## src/rtl/seg7_pkg.sv

```systemverilog
// Shared seven-segment constants, decode table and capture FSM states.
// Used by both the encoder path and the seven_seg_capture receiver.
package seg7_pkg;

    // Active-low patterns, bit order {g,f,e,d,c,b,a}
    localparam logic [6:0] SEG_0     = 7'h40;
    localparam logic [6:0] SEG_1     = 7'h79;
    localparam logic [6:0] SEG_2     = 7'h24;
    localparam logic [6:0] SEG_3     = 7'h30;
    localparam logic [6:0] SEG_4     = 7'h19;
    localparam logic [6:0] SEG_5     = 7'h12;
    localparam logic [6:0] SEG_6     = 7'h02;
    localparam logic [6:0] SEG_7     = 7'h78;
    localparam logic [6:0] SEG_8     = 7'h00;
    localparam logic [6:0] SEG_9     = 7'h18;
    localparam logic [6:0] SEG_A     = 7'h08;
    localparam logic [6:0] SEG_B     = 7'h03;
    localparam logic [6:0] SEG_C     = 7'h46;
    localparam logic [6:0] SEG_D     = 7'h21;
    localparam logic [6:0] SEG_E     = 7'h06;
    localparam logic [6:0] SEG_F     = 7'h0E;
    localparam logic [6:0] SEG_9_ALT = 7'h10;
    localparam logic [6:0] SEG_7_ALT = 7'h58;
    localparam logic [6:0] SEG_BLANK = 7'h7F;

    // Encoder-side table, indexed by nibble
    localparam logic [6:0] SEG_TABLE [16] = '{
        SEG_0, SEG_1, SEG_2, SEG_3, SEG_4, SEG_5, SEG_6, SEG_7,
        SEG_8, SEG_9, SEG_A, SEG_B, SEG_C, SEG_D, SEG_E, SEG_F
    };

    typedef enum logic [1:0] {
        IDLE,
        SETTLE,
        ACCEPT,
        HOLD
    } cap_state_t;

    // Returns {valid, nibble}; invalid patterns give nibble 0
    function automatic logic [4:0] seg7_decode(input logic [6:0] seg);
        logic [4:0] r;
        case (seg)
            SEG_0:     r = 5'h10;
            SEG_1:     r = 5'h11;
            SEG_2:     r = 5'h12;
            SEG_3:     r = 5'h13;
            SEG_4:     r = 5'h14;
            SEG_5:     r = 5'h15;
            SEG_6:     r = 5'h16;
            SEG_7:     r = 5'h17;
            SEG_7_ALT: r = 5'h17;
            SEG_8:     r = 5'h18;
            SEG_9:     r = 5'h19;
            SEG_9_ALT: r = 5'h19;
            SEG_A:     r = 5'h1A;
            SEG_B:     r = 5'h1B;
            SEG_C:     r = 5'h1C;
            SEG_D:     r = 5'h1D;
            SEG_E:     r = 5'h1E;
            SEG_F:     r = 5'h1F;
            default:   r = 5'h00;
        endcase
        return r;
    endfunction

    // Exactly one active-low enable asserted
    function automatic logic dig_legal(input logic [3:0] dig_n);
        logic [3:0] on;
        on = ~dig_n;
        return (on != 4'h0) && ((on & (on - 4'h1)) == 4'h0);
    endfunction

    function automatic logic [1:0] dig_index(input logic [3:0] dig_n);
        logic [1:0] r;
        case (dig_n)
            4'b1101: r = 2'd1;
            4'b1011: r = 2'd2;
            4'b0111: r = 2'd3;
            default: r = 2'd0;
        endcase
        return r;
    endfunction

endpackage

```

## src/rtl/seven_seg_capture_sync2.sv

```systemverilog
// Parameterized-width two-flop synchronizer with async reset value.
// Ports: clk, rst_n (async, active-low), d (async input), q (synced).
module sync2 #(
    parameter int         W       = 1,
    parameter logic [W-1:0] RST_VAL = '0
) (
    input  logic         clk,
    input  logic         rst_n,
    input  logic [W-1:0] d,
    output logic [W-1:0] q
);

    logic [W-1:0] meta;

    always_ff @(posedge clk or negedge rst_n) begin
        if (!rst_n) begin
            meta <= RST_VAL;
            q    <= RST_VAL;
        end else begin
            meta <= d;
            q    <= meta;
        end
    end

endmodule

```

## src/rtl/seven_seg_capture.sv

```systemverilog
// Scanned 4-digit seven-segment bus receiver: debounce, decode, frame.
// Ports: clk, reset_n, seg_n[6:0], dig_n[3:0] in; value[15:0],
// frame_valid, frame_err, digit_err[3:0], stalled out.
module seven_seg_capture
    import seg7_pkg::*;
#(
    parameter int SETTLE_CYCLES  = 4,
    parameter int TIMEOUT_CYCLES = 65535
) (
    input  logic        clk,
    input  logic        reset_n,
    input  logic [6:0]  seg_n,
    input  logic [3:0]  dig_n,
    output logic [15:0] value,
    output logic        frame_valid,
    output logic        frame_err,
    output logic [3:0]  digit_err,
    output logic        stalled
);

    localparam logic [7:0]  SET = 8'(SETTLE_CYCLES);
    localparam logic [19:0] TMO = 20'(TIMEOUT_CYCLES);

    logic        rst_n;
    logic [6:0]  seg_s;
    logic [3:0]  dig_s;

    sync2 #(.W(1), .RST_VAL(1'b0)) u_rst (
        .clk   (clk),
        .rst_n (reset_n),
        .d     (1'b1),
        .q     (rst_n)
    );

    sync2 #(.W(7), .RST_VAL(7'h7F)) u_seg (
        .clk   (clk),
        .rst_n (rst_n),
        .d     (seg_n),
        .q     (seg_s)
    );

    sync2 #(.W(4), .RST_VAL(4'hF)) u_dig (
        .clk   (clk),
        .rst_n (rst_n),
        .d     (dig_n),
        .q     (dig_s)
    );

    logic [10:0] key;
    logic        legal;
    assign key   = {dig_s, seg_s};
    assign legal = dig_legal(dig_s);

    cap_state_t  state, state_d;
    logic [10:0] key_q, key_d;
    logic [7:0]  cnt, cnt_d;
    logic        restart;

    // A key change in any state is treated as the first sample of a new
    // run, so no sample is lost between adjacent digit slots.
    always_comb begin
        state_d = state;
        key_d   = key_q;
        cnt_d   = cnt;
        restart = 1'b0;
        unique case (state)
            IDLE: restart = 1'b1;
            SETTLE: begin
                if (key != key_q) begin
                    restart = 1'b1;
                end else begin
                    cnt_d = cnt + 8'd1;
                    if (cnt_d == SET) state_d = ACCEPT;
                end
            end
            ACCEPT: begin
                if (key != key_q) restart = 1'b1;
                else              state_d = HOLD;
            end
            HOLD: begin
                if (key != key_q) restart = 1'b1;
            end
        endcase
        if (restart) begin
            if (legal) begin
                key_d   = key;
                cnt_d   = 8'd1;
                state_d = (SET == 8'd1) ? ACCEPT : SETTLE;
            end else begin
                state_d = IDLE;
            end
        end
    end

    always_ff @(posedge clk or negedge rst_n) begin
        if (!rst_n) begin
            state <= IDLE;
            key_q <= '0;
            cnt   <= '0;
        end else begin
            state <= state_d;
            key_q <= key_d;
            cnt   <= cnt_d;
        end
    end

    logic [3:0]  mask, mask_n, err_n, bit_sel;
    logic [15:0] stage, stage_n;
    logic [4:0]  dec;
    logic [1:0]  idx;
    logic        accept, done;
    logic [19:0] tmo;

    always_comb begin
        accept  = (state == ACCEPT);
        dec     = seg7_decode(key_q[6:0]);
        idx     = dig_index(key_q[10:7]);
        bit_sel = 4'b0001 << idx;
        mask_n  = mask;
        err_n   = digit_err;
        stage_n = stage;
        if (accept) begin
            mask_n = mask | bit_sel;
            stage_n[{idx, 2'b00} +: 4] = dec[3:0];
            if (!dec[4]) err_n = digit_err | bit_sel;
        end
        // Completion folds in this cycle's accept, including its error
        done = accept && (mask_n == 4'hF);
    end

    always_ff @(posedge clk or negedge rst_n) begin
        if (!rst_n) begin
            mask        <= '0;
            stage       <= '0;
            digit_err   <= '0;
            value       <= '0;
            frame_valid <= 1'b0;
            frame_err   <= 1'b0;
            tmo         <= '0;
        end else begin
            mask        <= done ? 4'h0 : mask_n;
            stage       <= stage_n;
            digit_err   <= done ? 4'h0 : err_n;
            value       <= done ? stage_n : value;
            frame_valid <= done;
            frame_err   <= done & (|err_n);
            if (accept)          tmo <= '0;
            else if (tmo != TMO) tmo <= tmo + 20'd1;
        end
    end

    assign stalled = (tmo == TMO);

endmodule
```

## config.mk

```make
export PLATFORM = sky130hd
export DESIGN_NAME = seven_seg_capture
export DESIGN_NICKNAME = d
export VERILOG_FILES = /design/src/rtl/seg7_pkg.sv /design/src/rtl/seven_seg_capture_sync2.sv /design/src/rtl/seven_seg_capture.sv
export SDC_FILE = /design/constraint.sdc
export NUM_CORES = 1
export LEC_CHECK = 0
export CAP_MARGIN = 20
export CORE_ASPECT_RATIO = 1.1
export CORE_UTILIZATION = 45
export CTS_CLUSTER_SIZE = 16
export DETAILED_ROUTE_END_ITERATION = 10
export MAX_ROUTING_LAYER = met4
export REMOVE_ABC_BUFFERS = 1
export SLEW_MARGIN = 20
export SYNTH_ARGS = -nofsm -noshare
export SYNTH_HDL_FRONTEND = slang
export SYNTH_SLANG_ARGS = --single-unit
export TNS_END_PERCENT = 30
```

## constraint.sdc

```tcl
create_clock -name clk -period 8.94 [get_ports clk]
set_input_delay 2.682 -clock clk [delete_from_list [all_inputs] [get_ports clk]]
set_output_delay 2.682 -clock clk [all_outputs]
set_load 0.01 [all_outputs]
```

==> impl_metrics.env <==
export IMPL_synth_mux_area_share_pct=5.091
export IMPL_initial_core_util_pct=46.89
export IMPL_min_path_type="flip-flop to asynchronous set/reset pin"
export IMPL_h_tree_depth=3
export IMPL_worst_r2r_endpoint="frame_err"
export IMPL_pwr_share_clk_pct=38.5
export IMPL_fmax_ghz=0.1863
export IMPL_ctsResizeCount=0
export IMPL_synthTopCellsByArea="dfrtp_1, dfstp_2, xor2_1"
export IMPL_met1_usage_pct=23.80
export IMPL_postSynthCellCount=475
export IMPL_yosys_warnings=0
export IMPL_numCtsBuffers=9
export IMPL_cts_buffer_depth=2
export IMPL_seqPwrFrac_pct=49.7
export IMPL_tns_ps=0
export IMPL_grt_setup_unrepaired="false"
export IMPL_post_dp_hpwl_mm=6.955
export IMPL_post_cts_buffers=0
export IMPL_finalWirelength_mm=10.19
export IMPL_whs_ps=324.2
export IMPL_holdBufCountCts=0
export IMPL_fin_skew_ps=7.317
export IMPL_fin_crit_sh_pct=60.04
export IMPL_syn_avg_cell_area_um2=10.97
export IMPL_synth_edf_count=0
export IMPL_crit_fanout=10
export IMPL_wl_per_cell_um=15.58
export IMPL_synth_xor_area_share_pct=5.043
export IMPL_drv_slew=0
export IMPL_antenna_found_initial=0
export IMPL_internal_power_w=0.0008147
export IMPL_rrSetupSlack_ps=5270
export IMPL_drt_iter0_drc=226
export IMPL_viasPerCell=5.535
export IMPL_vias=3620
export IMPL_vdd_drop_max_mv=0.1192
export IMPL_fin_crit_ps=5368
export IMPL_path_clk_slew_ps=70
export IMPL_p_comb_share_pct=11.8
export IMPL_die_area_um2=12010
export IMPL_synthTopCellsByCount="dfrtp_1, nand2_1, nor2_1"
export IMPL_hold_viol_final=0
export IMPL_max_cap_violations=0
export IMPL_grt_busiest_layer="met2"
export IMPL_grt_usage_pct=19.10
export IMPL_regArea_um2=2709
export IMPL_slew_headroom_pct=41.90
export IMPL_synth_sequential_area_ratio_pct=51.92
export IMPL_ant_nets=0
export IMPL_synthDominantCellAreaShare_pct=40.83
export IMPL_multi_input_area_um2=2341
export IMPL_grt_max_degree=63
export IMPL_synthAdderAreaFrac_pct=2.161
export IMPL_synth_compound_area_share_pct=13.11
export IMPL_clock_root_buffer="clkbuf_16"
export IMPL_place_area_um2=5652
export IMPL_start_kind="flip-flop"
export IMPL_gp_congestion=0.8480
export IMPL_use_met3_pct=3.798
export IMPL_overflow=0
export IMPL_drive_gt1_share_pct=16.96
export IMPL_critPathKind="flip-flop to primary output"
export IMPL_powerDensity_nw_per_um2=184.9
export IMPL_clk_insertion_delay_late_ps=350
export IMPL_firstDrtPassIters=4
export IMPL_end_kind="primary output"
export IMPL_worst_slack_ps=3572
export IMPL_synth_most_common_cell="dfrtp_1"
export IMPL_swShare_pct=26.27
export IMPL_p_leak_nw=2.505
export IMPL_setup_violations_final=0
export IMPL_switchingPower_w=0.0002903
export IMPL_worst_slew_pin_slew_ps=864.8
export IMPL_io_buffers=35
export IMPL_diodes=0
export IMPL_cts_sinks=107
export IMPL_ys_flop_type="dfrtp_1"
export IMPL_ys_ff_latch=107
export IMPL_synth_top_family_by_area="simple AND/OR/NAND/NOR gates"
export IMPL_grt_pass1_vias=3573
export IMPL_cts_tree="yes"
export IMPL_cp_arrival_ps=2690
export IMPL_fin_util_pct=53.78
export IMPL_synthSimpleGateAreaFrac_pct=19.45
export IMPL_rows=40
export IMPL_dieHeight_um=114.9
export IMPL_post_place_ws_ps=3973
export IMPL_synth_area_um2=5210
export IMPL_gr_usage_met2_pct=31.08
export IMPL_crit_required_ps=6260
export IMPL_grt_pass1_wl_mm=17.55
export IMPL_nets=524
export IMPL_coreArea_um2=11110
export IMPL_fillers=1036
export IMPL_synthArstFlopShare_pct=100.0
export IMPL_die_w_um=104.6
export IMPL_outcome="finished, final reports clean"
export IMPL_yosysTopAreaCell="dfrtp_1"
export IMPL_synth_cell_types=68
export IMPL_worstReg2RegStart="key_q[10]"
export IMPL_drc_errors=0
export IMPL_area_growth_pct=14.70
export IMPL_r2r_cells=9
export IMPL_final_area_um2=5976
export IMPL_ios=36
-- power groups by stage --
stage	Combinational [W]	Sequential, W	Clock (W)
2_1_floorplan	0.000100	0.000549	0
3_3_place_gp	0.000129	0.000556	0
3_5_place_dp	0.000131	0.000558	0
4_1_cts	0.000132	0.000549	0.000440
5_1_grt	0.000144	0.000555	0.000458
6_report	0.000130	0.000550	0.000425
-- placed cells by master (no fill, tap or decap), types with 7 or more instances in the layout --
cell	n
xnor2_1	10
ha_1	9
nor2_1	40
a211oi_1	7
mux2_2	8
and3_1	7
o21ai_2	7
xor2_1	20
mux2_4	9
dfrtp_1	84
nand2_1	44
a21oi_1	22
nand3_1	16
o21ai_0	21
clkbuf_16	9
nand4_1	7
clkdlybuf4s50_1	35
dfstp_2	22
inv_1	14
-- worst max-delay path by stage --
stage | start | to | slack [ps] | depth (start not counted)
floorplan | tmo[0] | stalled | 4760 | 5
global placement | tmo[0] | stalled | 4050 | 6
detailed placement | tmo[0] | stalled | 3970 | 6
CTS | tmo[0] | stalled | 3590 | 6
global route | tmo[0] | stalled | 3340 | 6
finish | tmo[0] | stalled | 3570 | 6
-- metal layers --
layer	part of all wire, %	vias up
met5	0	-
met4	1.2	0
met1	46	1786
li1	-	1752
met3	3.5	11
met2	50	71
-- critical path: stages (launching register included) --
cell	delay (ps)
dfrtp_1	410
ha_1	210
nand2_1	240
nor4_2	650
nand2_1	220
inv_1	90
clkdlybuf4s50_1	520
-- metrics by stage --
step | instances | total power [W]
floorplan | 454 | 0.0006491
global placement | 638 | 0.0006855
detailed placement | 638 | 0.0006892
CTS | 654 | 0.001121
global route | 654 | 0.001158
finish | 654 | 0.001105
-- area by class of cell --
cell class | instances | area share [%]
clock inverter | 7 | 1.654
clock buffer | 9 | 3.769
tap | 147 | 3.078
sequential | 107 | 45.33
multi-input combinational | 333 | 39.18
timing repair buffer | 37 | 6.114
inverter | 14 | 0.8794
-- kinds of logic after synthesis --
logic type | after synthesis
AND/OR/NAND/NOR | 173
flip-flops | 107
XOR/XNOR | 30
AO/OA/AOI/OAI | 99
multiplexers | 21
other | 1
adder cells (fa/ha/maj) | 9
buffers and inverters | 35
-- flip-flops by register name (all words and copies together) (netlist names), 2 cells and up --
signal and cells:
cnt 8, digit_err 4, key_q 11, mask 4, stage 16, state 2, tmo 20, u_dig.meta 4
u_dig.q 4, u_seg.meta 7, u_seg.q 7, value 16
Note: power is estimated with default switching activity, not from simulation.
